### src/rtl/tone_meter.sv
`default_nettype none
// ============================================================================
// Module   : tone_meter
// Brief    : Measures high, low and period lengths of an asynchronous tone in clk cycles.
// Revision : 1.0 - initial release
// ============================================================================
module tone_meter #(
  parameter int CNT_W   = 20,
  parameter int TIMEOUT = 1000000
) (
  input  logic             clk,
  input  logic             rst,
  input  logic             en,
  input  logic             tone_in,
  output logic [CNT_W-1:0] high_len,
  output logic [CNT_W-1:0] low_len,
  output logic [CNT_W:0]   period,
  output logic             meas_valid,
  output logic             locked,
  output logic             timeout
);

  typedef enum logic [1:0] {
    IDLE       = 2'd0,
    WAIT_EDGE  = 2'd1,
    MEAS_FIRST = 2'd2,
    MEAS       = 2'd3
  } state_t;

  localparam logic [CNT_W-1:0] C_CNT_LAST = CNT_W'(TIMEOUT - 1);
  localparam logic [CNT_W-1:0] C_CNT_ONE  = CNT_W'(1);

  state_t           r_state, w_state_nxt;
  logic             r_sync1, r_sync2, r_hist;
  logic [CNT_W-1:0] r_cnt, w_cnt_nxt;
  logic [CNT_W-1:0] r_high, w_high_nxt;
  logic             r_have_high, w_have_high_nxt;
  logic             r_have_low, w_have_low_nxt;
  logic [CNT_W-1:0] r_high_len, w_high_len_nxt;
  logic [CNT_W-1:0] r_low_len, w_low_len_nxt;
  logic [CNT_W:0]   r_period, w_period_nxt;
  logic             r_meas_valid, w_meas_valid_nxt;
  logic             r_locked, w_locked_nxt;
  logic             r_timeout, w_timeout_nxt;

  logic             w_edge, w_rise, w_fall;
  logic [CNT_W-1:0] w_len;
  logic [CNT_W:0]   w_sum;

  // Edge seen one flop after the two-stage synchronizer.
  assign w_edge = r_sync2 ^ r_hist;
  assign w_rise = r_sync2 & ~r_hist;
  assign w_fall = ~r_sync2 & r_hist;
  assign w_len  = r_cnt + C_CNT_ONE;
  assign w_sum  = {1'b0, r_high} + {1'b0, w_len};

  always_ff @(posedge clk or negedge rst) begin
    if (!rst) begin
      r_sync1 <= 1'b0;
      r_sync2 <= 1'b0;
      r_hist  <= 1'b0;
    end else begin
      r_sync1 <= tone_in;
      r_sync2 <= r_sync1;
      r_hist  <= r_sync2;
    end
  end

  always_comb begin
    w_state_nxt      = r_state;
    w_cnt_nxt        = r_cnt;
    w_high_nxt       = r_high;
    w_have_high_nxt  = r_have_high;
    w_have_low_nxt   = r_have_low;
    w_high_len_nxt   = r_high_len;
    w_low_len_nxt    = r_low_len;
    w_period_nxt     = r_period;
    w_meas_valid_nxt = 1'b0;
    w_locked_nxt     = r_locked;
    w_timeout_nxt    = r_timeout;

    if (!en) begin
      // Results and the sticky timeout survive a disable; only lock is dropped.
      w_state_nxt  = IDLE;
      w_cnt_nxt    = '0;
      w_locked_nxt = 1'b0;
    end else begin
      case (r_state)
        IDLE: begin
          w_cnt_nxt   = '0;
          w_state_nxt = WAIT_EDGE;
        end
        WAIT_EDGE: begin
          w_cnt_nxt = '0;
          if (w_edge) begin
            w_state_nxt     = MEAS_FIRST;
            w_have_high_nxt = 1'b0;
            w_have_low_nxt  = 1'b0;
          end
        end
        MEAS_FIRST, MEAS: begin
          if (w_edge) begin
            w_cnt_nxt = '0;
            if (w_fall) begin
              w_high_nxt      = w_len;
              w_have_high_nxt = 1'b1;
            end else begin
              w_have_low_nxt  = 1'b1;
            end
            if (r_state == MEAS_FIRST) begin
              if (w_have_high_nxt && w_have_low_nxt) begin
                w_state_nxt = MEAS;
              end
            end else if (w_rise) begin
              w_high_len_nxt   = r_high;
              w_low_len_nxt    = w_len;
              w_period_nxt     = w_sum;
              w_meas_valid_nxt = 1'b1;
              w_locked_nxt     = (w_sum == r_period);
              w_timeout_nxt    = 1'b0;
            end
          end else if (r_cnt == C_CNT_LAST) begin
            // Tone lost: stop before the counter could wrap and re-acquire.
            w_cnt_nxt       = '0;
            w_state_nxt     = WAIT_EDGE;
            w_have_high_nxt = 1'b0;
            w_have_low_nxt  = 1'b0;
            w_timeout_nxt   = 1'b1;
            w_locked_nxt    = 1'b0;
          end else begin
            w_cnt_nxt = w_len;
          end
        end
        default: begin
          w_state_nxt = IDLE;
          w_cnt_nxt   = '0;
        end
      endcase
    end
  end

  always_ff @(posedge clk or negedge rst) begin
    if (!rst) begin
      r_state      <= IDLE;
      r_cnt        <= '0;
      r_high       <= '0;
      r_have_high  <= 1'b0;
      r_have_low   <= 1'b0;
      r_high_len   <= '0;
      r_low_len    <= '0;
      r_period     <= '0;
      r_meas_valid <= 1'b0;
      r_locked     <= 1'b0;
      r_timeout    <= 1'b0;
    end else begin
      r_state      <= w_state_nxt;
      r_cnt        <= w_cnt_nxt;
      r_high       <= w_high_nxt;
      r_have_high  <= w_have_high_nxt;
      r_have_low   <= w_have_low_nxt;
      r_high_len   <= w_high_len_nxt;
      r_low_len    <= w_low_len_nxt;
      r_period     <= w_period_nxt;
      r_meas_valid <= w_meas_valid_nxt;
      r_locked     <= w_locked_nxt;
      r_timeout    <= w_timeout_nxt;
    end
  end

  assign high_len   = r_high_len;
  assign low_len    = r_low_len;
  assign period     = r_period;
  assign meas_valid = r_meas_valid;
  assign locked     = r_locked;
  assign timeout    = r_timeout;

endmodule
`default_nettype wire

### config.mk
export PLATFORM = sky130hd
export DESIGN_NAME = tone_meter
export DESIGN_NICKNAME = d
export VERILOG_FILES = /design/src/rtl/tone_meter.sv
export SDC_FILE = /design/constraint.sdc
export NUM_CORES = 1
export LEC_CHECK = 0
export CORE_MARGIN = 2
export CORE_UTILIZATION = 35
export CTS_BUF_LIST = sky130_fd_sc_hd__clkbuf_8
export DETAILED_ROUTE_END_ITERATION = 10
export PLACE_DENSITY = 0.65
export SLEW_MARGIN = 20
export SYNTH_ARGS = -nofsm -noshare
export SYNTH_HDL_FRONTEND = slang
export SYNTH_SLANG_ARGS = --single-unit
export TNS_END_PERCENT = 50
### constraint.sdc
create_clock -name clk -period 5 [get_ports clk]
set_input_delay 0.5 -clock clk [delete_from_list [all_inputs] [get_ports clk]]
set_output_delay 0.5 -clock clk [all_outputs]
set_load 0.005 [all_outputs]
==> out/metrics.yaml <==
p_leak_nw: 3.16
final_common_cell: "dfrtp_1"
drive_gt1_share_pct: 7.31
worstSkewPairLatency_ns: 0.39
cts_setup_buffers: 0
grt_pass1_vias: 4258
vias: 4385
startpoint: "r_cnt[0]"
layout_common_cells: "dfrtp_1 (111), nand2_1 (91), o21ai_0 (74)"
path_max_fanout: 9
grt_usage_pct: 15.4
cts.clk_slew.worst_paths_ns: 0.10
fin_crit_ns: 4.46
avgSynthCellArea_um2: 9.52
vias_per_cell: 4.85
end_kind: "flop"
root_buffer: "clkbuf_8"
ff2ff_path_depth: 16
critPathSlowestCell: "or4_1"
finalWeightedCongestion: 0.844
drt_iter0_markers: 297
synth_edf_count: 0
dpl-instance-area_um2: 6780
pwr_density_cell_nw_per_um2: 237
antenna_found_initial: 0
timing.rr.start: "r_cnt[0]"
ys_ff_latch: 111
worst_pin_slew_ns: 0.953
synth_area_leaders: "dfrtp_1 (47%), o21ai_0 (6.3%), nand2_1 (5.9%)"
max-vdd-ir-drop_mv: 0.117
dp_hpwl_mm: 9.83
setup.worst_path.class: "flop to flop"
worstPathRequired_ns: 5.31
syn_inst: 617
design_area_um2: 7010
cts_tree: "yes"
synth_top_area_cell: "dfrtp_1"
wirelength_mm: 13.1
synthesis.area_um2: 5870
clockBufferDepth: 2
drcViolationCount: 0
place_ws_ns: 0.532
maxSlewHeadroom_pct: 35.6
status: "finished, final reports clean"
io_buffers: 67
synthFlopType: "dfrtp_1"
overflow: 0
grt_pass1_wl_mm: 21.9
r2r_setup_slack_ns: 0.54
max_stage_delay_ns: 0.57
path_cells: "ha_1 > nand2_1 > nor2_1 > nand2_1 > xor2_1 > inv_1 > ha_1 > a211oi_1 > o21ai_0 > a32o_1 > a211oi_1 > xnor2_1 > xor2_1 > o311ai_0 > or4_1 > o32ai_2"
synth_top_cell_area_share_pct: 47.3
synth_nets: 647
fin_util_pct: 42.6
wl_per_cell_um: 14.5
ctsHoldBuffers: 0
nets: 709
finalMaxSlewViolations: 0
fmax_ghz: 0.224
max_cap_violations: 0
synth-async-reset-ratio_pct: 100
cts_buffers: 9
crit_end: "locked"
rows: 47
clock-sinks: 111
synth_cell_type_count: 54
fp.dieH_um: 134
timing.setup.tns_ns: 0
fp.dieW_um: 134
ioPinCount: 68
reg2reg_to: "locked"
seq_area_frac_synth_pct: 47.3
grt_max_degree: 68
die_area_um2: 17800
cpLargestDelayFamily: "compound AO/OA/AOI/OAI gates"
rsz0062_at_grt: "no"
finalSetupViolCount: 0
start_util_pct: 35.7
setup_slack_ns: 0.535
syn2layout_area_growth_pct: 19.4
drtPass1Iterations: 4
cp-start-kind: "flop"
hold_viol: 0
drtAntennaViolNets: 0
clock_skew_ns: 0.0119
path_buf_inv: 1
finalCritPeriodShare_pct: 89.3
core_um2: 16500
yosys_warnings: 0
path_depth: 16
cts-resized-gates: 0
cp.arrival_ns: 4.77
hold_path_class: "input pin to async pin"
insertedDiodeCount: 0
htreeDepth: 3
-- sequential cells by signal, indices dropped and copies added (netlist names) --
register     cells
r_hist           1
r_have_low       1
high_len        20
locked           1
r_state          2
low_len         20
r_sync2          1
r_have_high      1
timeout          1
r_high          20
r_sync1          1
r_cnt           20
meas_valid       1
period          21
-- synthesized netlist by cell type, drive strengths merged (3+ instances only) --
cell,instances
a211oi,6
or3,3
mux2,21
xnor2,24
o211ai,5
o31ai,3
and2,3
a21oi,16
xor2,27
a21o,6
mux2i,4
o21a,4
nor3,8
a2111oi,3
nand4b,3
inv,37
nor4b,4
nand2,92
nand2b,6
clkbuf,21
ha,25
nand3,14
nand4,7
o21ai,75
dfrtp,111
nor2,54
a31oi,4
-- kinds of logic after synthesis --
| family | after synthesis | synth area share, % |
|---|---|---|
| AOI/OAI and AO/OA | 136 | 14.2 |
| xor gates and xnor gates | 53 | 8.37 |
| adders and majority gates | 26 | 5.67 |
| buffers and inverters | 59 | 3.79 |
| DFF | 111 | 47.3 |
| muxes | 25 | 4.71 |
| and+or+nand+nor | 207 | 16.0 |
-- where the power goes --
part	internal, W	switching [W]
Combinational	0.0000496	0.0000646
Clock	0.000309	0.000303
Sequential	0.000915	0.0000195
-- cell type report --
type | count | area (um2)
sequential | 111 | 2780
fill | 1622 | 9450
tap | 220 | 275
multi-input combinational | 447 | 2880
clock inverter | 5 | 80.1
inverter | 37 | 139
clock buffer | 11 | 151
timing repair buffer | 73 | 713
-- per-stage QoR --
step,hold slack [ns],power [W],instances
floorplan,0.204,0.00100,617
global placement,0.337,0.00107,888
detailed placement,0.338,0.00107,888
CTS,0.164,0.00168,904
global route,0.204,0.00173,904
finish,0.145,0.00166,904
-- how the worst min path moves through the flow --
stage	from	endpoint	slack (ns)	cells after the start
2_1_floorplan	rst	high_len[0]	0.20	0
3_3_place_gp	r_sync1	r_sync2	0.34	0
3_5_place_dp	r_sync1	r_sync2	0.34	0
4_1_cts	rst	low_len[6]	0.16	1
5_1_grt	rst	high_len[19]	0.20	1
6_report	rst	low_len[6]	0.14	1
-- metal layers --
layer | GRT usage (%) | vias to the layer above | share of wire, %
met5 | 0 | - | 0
met4 | 4.79 | 0 | 1.4
met3 | 2.59 | 12 | 2.8
met2 | 24.6 | 72 | 47
met1 | 21.5 | 2061 | 49
li1 | - | 2240 | -
Power figures use the tool's default switching activity.
